### config.mk
export PLATFORM = sky130hd
export DESIGN_NAME = alu_issue
export DESIGN_NICKNAME = d
export VERILOG_FILES = /design/src/rtl/alu_issue.sv
export SDC_FILE = /design/constraint.sdc
export NUM_CORES = 1
export LEC_CHECK = 0
export BUFFER_PORTS_ARGS = -buffer_cell sky130_fd_sc_hd__buf_2
export CAP_MARGIN = 20
export CELL_PAD_IN_SITES_DETAIL_PLACEMENT = 1
export CELL_PAD_IN_SITES_GLOBAL_PLACEMENT = 1
export CORE_UTILIZATION = 30
export CTS_BUF_LIST = sky130_fd_sc_hd__clkbuf_2
export DETAILED_ROUTE_END_ITERATION = 8
export PLACE_DENSITY = 0.75
export SETUP_SLACK_MARGIN = 0.1
export SYNTH_ARGS = -nofsm -noshare
export SYNTH_HDL_FRONTEND = slang
export SYNTH_SLANG_ARGS = --single-unit
### constraint.sdc
create_clock -name clk -period 2.51 [get_ports clk]
set_input_delay 0.251 -clock clk [delete_from_list [all_inputs] [get_ports clk]]
set_output_delay 0.251 -clock clk [all_outputs]
set_load 0.005 [all_outputs]
### src/rtl/alu_issue.sv
// ID/EX issue stage: decodes op/funct into the ALU control code, forwards rs/rt from
// EX/MEM and MEM/WB, and registers the operands toward EX with load-use bubble and flush.
module alu_issue #(
  parameter int W  = 32,
  parameter int RA = 5
) (
  input  logic          clk,
  input  logic          rst_n,
  input  logic          in_valid,
  output logic          in_ready,
  input  logic [5:0]    in_op,
  input  logic [5:0]    in_funct,
  input  logic [RA-1:0] in_rs,
  input  logic [RA-1:0] in_rt,
  input  logic [RA-1:0] in_rd,
  input  logic [4:0]    in_shamt,
  input  logic [15:0]   in_imm,
  input  logic [W-1:0]  in_rs_val,
  input  logic [W-1:0]  in_rt_val,
  input  logic          mem_wen,
  input  logic [RA-1:0] mem_waddr,
  input  logic [W-1:0]  mem_wdata,
  input  logic          wb_wen,
  input  logic [RA-1:0] wb_waddr,
  input  logic [W-1:0]  wb_wdata,
  input  logic          flush,
  input  logic          out_ready,
  output logic          out_valid,
  output logic [W-1:0]  alu1,
  output logic [W-1:0]  alu2,
  output logic [3:0]    aluc,
  output logic [RA-1:0] out_waddr,
  output logic          out_wen,
  output logic          out_is_load,
  output logic [W-1:0]  out_store_data,
  output logic          illegal
);

  localparam logic [3:0] ALU_ADD  = 4'b0000;
  localparam logic [3:0] ALU_SUB  = 4'b0001;
  localparam logic [3:0] ALU_AND  = 4'b0100;
  localparam logic [3:0] ALU_OR   = 4'b0101;
  localparam logic [3:0] ALU_XOR  = 4'b0110;
  localparam logic [3:0] ALU_NOR  = 4'b0111;
  localparam logic [3:0] ALU_LUI  = 4'b1000;
  localparam logic [3:0] ALU_SLT  = 4'b1010;
  localparam logic [3:0] ALU_SLTU = 4'b1011;
  localparam logic [3:0] ALU_SRA  = 4'b1100;
  localparam logic [3:0] ALU_SRL  = 4'b1101;
  localparam logic [3:0] ALU_SLL  = 4'b1110;

  typedef enum logic [1:0] {S_EMPTY, S_FULL, S_BUBBLE} state_t;
  typedef enum logic [1:0] {A1_RS, A1_SHAMT, A1_ZERO} a1_sel_t;

  typedef struct packed {
    logic [W-1:0]  alu1;
    logic [W-1:0]  alu2;
    logic [3:0]    aluc;
    logic [RA-1:0] waddr;
    logic          wen;
    logic          is_load;
    logic [W-1:0]  store_data;
    logic          illegal;
  } issue_t;

  state_t  r_state, w_state_nxt;
  issue_t  r_out, w_out_nxt;
  logic    w_load;

  a1_sel_t       w_a1_sel;
  logic          w_a2_imm, w_sext, w_use_rs, w_use_rt;
  logic [3:0]    w_aluc;
  logic [RA-1:0] w_waddr;
  logic          w_wen, w_is_load, w_illegal;
  logic [W-1:0]  w_rs_fwd, w_rt_fwd, w_imm_ext, w_alu1;
  logic          w_hazard;

  // Register 0 is hard-wired; the younger EX/MEM result wins over MEM/WB.
  function automatic logic [W-1:0] fwd(
    input logic [RA-1:0] idx,   input logic [W-1:0]  rf,
    input logic          m_wen, input logic [RA-1:0] m_addr, input logic [W-1:0] m_data,
    input logic          b_wen, input logic [RA-1:0] b_addr, input logic [W-1:0] b_data);
    if (idx == '0)                   return '0;
    else if (m_wen && m_addr == idx) return m_data;
    else if (b_wen && b_addr == idx) return b_data;
    else                             return rf;
  endfunction

  assign w_rs_fwd = fwd(in_rs, in_rs_val, mem_wen, mem_waddr, mem_wdata, wb_wen, wb_waddr, wb_wdata);
  assign w_rt_fwd = fwd(in_rt, in_rt_val, mem_wen, mem_waddr, mem_wdata, wb_wen, wb_waddr, wb_wdata);

  always_comb begin
    w_aluc    = ALU_ADD;
    w_a1_sel  = A1_RS;
    w_a2_imm  = 1'b0;
    w_sext    = 1'b0;
    w_use_rs  = 1'b0;
    w_use_rt  = 1'b0;
    w_waddr   = in_rt;
    w_wen     = 1'b0;
    w_is_load = 1'b0;
    w_illegal = 1'b0;
    case (in_op)
      6'b000000: begin
        w_use_rs = 1'b1;
        w_use_rt = 1'b1;
        w_waddr  = in_rd;
        w_wen    = (in_rd != '0);
        case (in_funct)
          6'b100000, 6'b100001: w_aluc = ALU_ADD;
          6'b100010, 6'b100011: w_aluc = ALU_SUB;
          6'b100100:            w_aluc = ALU_AND;
          6'b100101:            w_aluc = ALU_OR;
          6'b100110:            w_aluc = ALU_XOR;
          6'b100111:            w_aluc = ALU_NOR;
          6'b101010:            w_aluc = ALU_SLT;
          6'b101011:            w_aluc = ALU_SLTU;
          6'b000000: begin w_aluc = ALU_SLL; w_a1_sel = A1_SHAMT; w_use_rs = 1'b0; end
          6'b000010: begin w_aluc = ALU_SRL; w_a1_sel = A1_SHAMT; w_use_rs = 1'b0; end
          6'b000011: begin w_aluc = ALU_SRA; w_a1_sel = A1_SHAMT; w_use_rs = 1'b0; end
          6'b000100:            w_aluc = ALU_SLL;
          6'b000110:            w_aluc = ALU_SRL;
          6'b000111:            w_aluc = ALU_SRA;
          default: begin
            w_illegal = 1'b1;
            w_wen     = 1'b0;
            w_use_rs  = 1'b0;
            w_use_rt  = 1'b0;
          end
        endcase
      end
      6'b001000, 6'b001001: begin
        w_aluc = ALU_ADD;  w_a2_imm = 1'b1; w_sext = 1'b1; w_use_rs = 1'b1; w_wen = (in_rt != '0);
      end
      6'b001010: begin
        w_aluc = ALU_SLT;  w_a2_imm = 1'b1; w_sext = 1'b1; w_use_rs = 1'b1; w_wen = (in_rt != '0);
      end
      6'b001011: begin
        w_aluc = ALU_SLTU; w_a2_imm = 1'b1; w_sext = 1'b1; w_use_rs = 1'b1; w_wen = (in_rt != '0);
      end
      6'b001100: begin
        w_aluc = ALU_AND;  w_a2_imm = 1'b1; w_use_rs = 1'b1; w_wen = (in_rt != '0);
      end
      6'b001101: begin
        w_aluc = ALU_OR;   w_a2_imm = 1'b1; w_use_rs = 1'b1; w_wen = (in_rt != '0);
      end
      6'b001110: begin
        w_aluc = ALU_XOR;  w_a2_imm = 1'b1; w_use_rs = 1'b1; w_wen = (in_rt != '0);
      end
      6'b001111: begin
        w_aluc = ALU_LUI;  w_a2_imm = 1'b1; w_a1_sel = A1_ZERO; w_wen = (in_rt != '0);
      end
      6'b100011: begin
        w_aluc = ALU_ADD;  w_a2_imm = 1'b1; w_sext = 1'b1; w_use_rs = 1'b1;
        w_wen  = (in_rt != '0);
        w_is_load = 1'b1;
      end
      6'b101011: begin
        w_aluc = ALU_ADD;  w_a2_imm = 1'b1; w_sext = 1'b1; w_use_rs = 1'b1; w_use_rt = 1'b1;
      end
      default: w_illegal = 1'b1;
    endcase
  end

  assign w_imm_ext = w_sext ? {{(W-16){in_imm[15]}}, in_imm} : {{(W-16){1'b0}}, in_imm};

  always_comb begin
    case (w_a1_sel)
      A1_SHAMT: w_alu1 = {{(W-5){1'b0}}, in_shamt};
      A1_ZERO:  w_alu1 = '0;
      default:  w_alu1 = w_rs_fwd;
    endcase
  end

  always_comb begin
    w_out_nxt            = '0;
    w_out_nxt.alu1       = w_alu1;
    w_out_nxt.alu2       = w_a2_imm ? w_imm_ext : w_rt_fwd;
    w_out_nxt.aluc       = w_aluc;
    w_out_nxt.waddr      = w_waddr;
    w_out_nxt.wen        = w_wen;
    w_out_nxt.is_load    = w_is_load;
    w_out_nxt.store_data = w_rt_fwd;
    w_out_nxt.illegal    = w_illegal;
  end

  // The held load's data is not forwardable until it reaches MEM/WB.
  assign w_hazard = (r_state == S_FULL) && r_out.is_load && r_out.wen &&
                    ((w_use_rs && in_rs == r_out.waddr) || (w_use_rt && in_rt == r_out.waddr));

  always_ff @(posedge clk or negedge rst_n) begin
    if (!rst_n) r_state <= S_EMPTY;
    else        r_state <= w_state_nxt;
  end

  always_comb begin
    w_state_nxt = r_state;
    w_load      = 1'b0;
    in_ready    = 1'b0;
    if (flush) begin
      w_state_nxt = S_EMPTY;
    end else begin
      case (r_state)
        S_EMPTY: begin
          in_ready = 1'b1;
          if (in_valid) begin
            w_load      = 1'b1;
            w_state_nxt = S_FULL;
          end
        end
        S_FULL: begin
          in_ready = out_ready && !w_hazard;
          if (out_ready) begin
            if (in_valid && !w_hazard) w_load = 1'b1;
            else if (in_valid)         w_state_nxt = S_BUBBLE;
            else                       w_state_nxt = S_EMPTY;
          end
        end
        default: w_state_nxt = S_EMPTY;
      endcase
    end
  end

  always_ff @(posedge clk or negedge rst_n) begin
    if (!rst_n)      r_out <= '0;
    else if (w_load) r_out <= w_out_nxt;
  end

  assign out_valid      = (r_state == S_FULL);
  assign alu1           = r_out.alu1;
  assign alu2           = r_out.alu2;
  assign aluc           = r_out.aluc;
  assign out_waddr      = r_out.waddr;
  assign out_wen        = r_out.wen;
  assign out_is_load    = r_out.is_load;
  assign out_store_data = r_out.store_data;
  assign illegal        = r_out.illegal;

endmodule

Word-level counts from Yosys, hierarchy flattened
Index checks and enable logic that the tools add are counted.
Widths: inputs -> output; s select.

operators by class
  magnitude comparators = 0
  shift-type cells = 0
  $add $sub $neg = 0
  equality and inequality tests = 37
  div/mod/pow operators = 0
  $mul = 0
  bitwise gates (word level) = 0
  reduce and logical (&&, ||, !) cells = 32
  multiplexer cells = 38

operators with widths
  operator            number
  $mux 32             8
  $eq 6x6->1 const B  12
  $pmux 32 s2         1
  $eq 6x4->1 const B  8
  $pmux 4 s10         1
  $eq 5x5->1          6
  $pmux 4 s7          1
  $eq 6x3->1 const B  3
  $reduce_or 9->1     2
  $reduce_or 16->1    1
  $mux 1              13
  $reduce_or 13->1    1
  $eq 6x2->1 const B  2
  $logic_not 6->1     2
  $pmux 1 s2          6
  $logic_and 1x1->1   11
  $logic_not 5->1     2
  $mux 2              5
  $reduce_bool 5->1   2
  $reduce_or 10->1    1
  $ne 3x3->1 const B  3
  $pmux 2 s2          2
  $reduce_or 2->1     4
  $reduce_or 6->1     1
  other kinds (8)     9

storage, ports and cells
  bits in registers = 110
  memories kept = 0
  ROM bits = 0
  latch bits = 0
  bits in writable memories = 0
  output and inout bits = 110

Longest topological paths before layout
  depth after elaboration = 13
  depth in mapped cells = 10

Worst setup path before layout
No wires, ideal clock.

  kind = input-to-reg
  from = input port in_op[2]
  to = register r_out (netlist bit alu1[12])
  arrival = 2.613 ns
  cell stages on the path = 10
  data required time = 2.444 ns
  path slack = -0.169 ns
  setup time = 0.066 ns
  cell sequence = buf_2 or4_4 or3_1 nor4b_1 ha_1 o21a_1 nand2_1 o21ai_2 clkbuf_1 a22o_1

between the ends
  longest elaborated chain between the ends = 12
  elaborated cells between the ends (all ways) = 28
  those cells by class = eq/ne (12); mux (8); reduce/logical (8)

RTL lines
  what                                      RTL line  text
  start: declaration                        11        input logic [5:0] in_op,
  $eq 6x6->1 or $eq 6x4->1 (tied branches)  103       case (in_op)
  $reduce_or 9->1 (no source line)          --
  $pmux 1 s2                                103
  $logic_and 1x1->1                         189       ((w_use_rs && in_rs == r_out.waddr) || (w_use_rt && in_rt == r_out.waddr));
  $logic_or 1x1->1                          189
  $logic_and 1x1->1                         188       assign w_hazard = (r_state == S_FULL) && r_out.is_load && r_out.wen &&
  $logic_not 1->1                           214       if (in_valid && !w_hazard) w_load = 1'b1;
  $logic_and 1x1->1                         214
  $mux 1                                    214
  $mux 1                                    213       if (out_ready) begin
  $pmux 1 s2                                203       case (r_state)
  $mux 1                                    200       if (flush) begin
  end signal: assignment                    226       else if (w_load) r_out <= w_out_nxt;
  end: declaration                          67        issue_t r_out, w_out_nxt;

Parallel ways exist; a longest one is shown, timed or not.
A chain may end at the register's enable or synchronous reset.

Worst setup path after layout
  from = register r_out (netlist bit out_waddr[4])
  to = output port in_ready

between the ends
  longest elaborated chain between the ends = 8
  elaborated cells between the ends (all ways) = 10
  those cells by class = eq/ne (2); mux (2); reduce/logical (6)

RTL lines
  what                 RTL line  text
  $eq 5x5->1           189
  $logic_and 1x1->1    189
  $logic_or 1x1->1 *   189
  $logic_and 1x1->1 *  188
  $logic_not 1->1 *    212       in_ready = out_ready && !w_hazard;
  $logic_and 1x1->1 *  212
  $pmux 1 s2 *         203
  $mux 1 *             200
  end: declaration     10        output logic in_ready,

Every way passes the cells marked *; elsewhere a longest branch is shown, timed or not.

==> impl_metrics.toml <==
[status]
status = "finished, violations left"
violations = "setup timing"

[timing]
maxSlewHeadroom = 0.467
maxSlewViolCount = 0
fmax_ghz = 0.395
fin_skew_ns = 0.0507
worst_pin_slew_ns = 0.799
fin_ws_ns = -0.0198
setup_viol = 1
hold_viol_final = 0
rsz0062_at_grt = "true"
period_share = 1.01
setup_tns_ns = -0.0198
period_needed_ns = 2.53

[global_route]
grt_pass1_vias = 8524
gr-total-overflow = 0
antenna_found_initial = 3
grt_util_all_layers = 0.282
grt_max_degree = 56
grt_pass1_wl_mm = 48.6

[synthesis]
yosysMostFrequentCell = "dfrtp_1"
synth_cell_types = 50
synth-edff-count = 0
yosysSeqAreaShare = 0.411
ys_top_cells_by_count = "dfrtp_1 (110), a22o_1 (75), a21oi_1 (60)"
synth.area.top_cells = "dfrtp_1 (41%), a22o_1 (9.8%), mux2_2 (5.6%)"
synth_top_area_share = 0.411
synth-seq-cells = 110
synth_area_leader_cell = "dfrtp_1"
syn-num-nets = 914
yosysWarnings = 0
synth_ff_type = "dfrtp_1"
postSynthAreaPerCell_sq_um = 9.30
netlist_area_sq_um = 6690
async_flop_share = 1.00
syn_inst = 720

[clocking]
cts_tree = "done"
clk_pin_slew_worst_paths_ns = 0.39
cts_buffers = 9
cts.path.max_buffers = 2
clkSinkCount = 110
cts-root-buf = "clkbuf_2"
clk_latency_ns = 0.69
htreeDepth = 3

[worst_setup_path]
cp-start-kind = "flip-flop"
arrival_ns = 2.28
worstPathRequired_ns = 2.26
critPathMaxFanout = 4
worstSetupEndpointType = "output port"
criticalPathCategory = "flip-flop to output port"

[placed_design]
placedCellCount = 1307
io_buffer_count = 302
hpwl_mm = 22.7
gp_congestion = 0.924

[pwr]
pwr-share-seq = 0.460
switching_share = 0.361
p_per_area_nw_per_um2 = 480
p_int_mw = 3.21
clkPwrFrac = 0.173
ir_worst_vdd_mv = 0.280
power_switching_mw = 1.81
p_leak_nw = 4.83
comb_power_share = 0.366

[min_path]
hp-class = "primary input to flip-flop"

[die]
num_rows = 54
core_sq_um = 21800
ios = 303
fp.dieW_microns = 151
dieArea_sq_um = 22900
die_h_microns = 151
initial_core_util = 0.307

[route]
ant_nets = 0
drc = 0
drtIter0Drc = 378
wirelength_mm = 33.7
wl_per_cell_microns = 23.1
vias = 8102
vias_per_cell = 5.55
dr.pass1.iters = 7

[cells_and_area]
area.growth.synth_to_final_pct = 56.0
fin_cells = 1461
nets = 1364
drive_gt1_frac = 0.391

[job]
cap_violations = 0
## power by group through the flow
stage          registers, mW  logic (mW)  clock network [mW]
2_1_floorplan           2.32       0.699                   0
3_3_place_gp            2.32        1.56                   0
3_5_place_dp            2.33        1.61                   0
4_1_cts                 2.30        1.78               0.880
5_1_grt                 2.34        1.98               0.948
6_report                2.31        1.84               0.870
## repair_timing
| action | CTS | global route |
|---|---|---|
| gates resized for setup | 5 | 6 |
| hold buffers | 119 | 0 |
| endpoints found under the hold margin | 196 | 0 |
| pin swaps | 9 | 6 |
| cloned | 1 | 4 |
| endpoints found under the setup margin | 13 | 100 |
| buffers inserted | 3 | 5 |
## per-layer routing
metal / wire length [microns] / global-route usage
met5: 0 / 0
met4: 838 / 0.0990
met3: 2180 / 0.0497
met2: 16600 / 0.487
met1: 14100 / 0.352
## metrics by stage
stage / util / power [mW] / hold WS [ns] / instance area [sq um] / worst slack [ns]
2_1_floorplan: - / 3.02 / -0.0446 / 6750 / 0.0221
3_3_place_gp: 0.409 / 3.88 / 0.250 / 8920 / -0.389
3_5_place_dp: 0.410 / 3.93 / 0.257 / 8940 / -0.458
4_1_cts: 0.472 / 4.96 / 0.00183 / 10300 / -0.182
5_1_grt: 0.478 / 5.27 / 0.0163 / 10400 / -0.267
6_report: 0.479 / 5.02 / 0.0251 / 10400 / -0.0198
## cell families (layout without fill, tap and decap cells)
| kind of cell | Yosys count | after routing | share of synthesized area |
|---|---|---|---|
| DFF | 110 | 110 | 0.411 |
| buffers and inverters | 77 | 527 | 0.0484 |
| muxes | 38 | 38 | 0.0662 |
| adders and majority gates | 1 | 1 | 0.00187 |
| other | 0 | 6 | 0 |
| AOI/OAI and AO/OA | 289 | 294 | 0.297 |
| xor gates and xnor gates | 31 | 31 | 0.0406 |
| and+or+nand+nor | 174 | 174 | 0.135 |
## placed cells by master, fill, tap and decap left out, types with 32 or more instances in the layout
cell type,instances
o21ai_0,47
nor2_1,32
dfrtp_1,110
buf_4,65
a21oi_1,58
a22o_1,75
dlygate4sd3_1,119
nand2_1,52
o211ai_1,33
buf_2,301
mux2_2,33
## final timing paths
check | start | endpoint | slack, ns | cells after the start
worst min register to register | alu2[0]$_DFFE_PN0P_ | alu2[0]$_DFFE_PN0P_ | 0.53 | 1
worst max register to register | r_state[1]$_DFFE_PN0P_ | alu1[22]$_DFFE_PN0P_ | 0.22 | 9
max in group asynchronous | rst_n | out_store_data[6]$_DFFE_PN0P_ | 1.74 | 3
min in group asynchronous | rst_n | out_store_data[31]$_DFFE_PN0P_ | 0.04 | 2
worst max-delay path | out_waddr[4]$_DFFE_PN0P_ | in_ready | -0.02 | 7
worst min-delay path | in_rt_val[4] | out_store_data[4]$_DFFE_PN0P_ | 0.03 | 4
## state kept, by name, indices dropped and copies added, names as in the netlist
register	flops
out_store_data	32
r_state	2
out_waddr	5
aluc	4
alu1	32
alu2	32
illegal	1
out_wen	1
out_is_load	1
## critical path, stage by stage, from the launching register on
cell and delay [ns]:
dfrtp_1 0.52, xor2_1 0.18, nor4_2 0.28, nand3_1 0.15
o22a_2 0.27, nand2_1 0.07, a211oi_1 0.05, buf_2 0.12
## final cells by class
class / instances / area (sq um)
Timing Repair Buffer: 494 / 3360
Clock inverter: 7 / 58.8
Inverter: 17 / 63.8
Clock buffer: 9 / 45.0
Sequential cell: 110 / 2750
Fill cell: 2613 / 11400
Multi-Input combinational cell: 538 / 3800
Tap cell: 280 / 350
Antenna cell: 6 / 15.0
No activity file was read; power rests on OpenSTA's default activity.
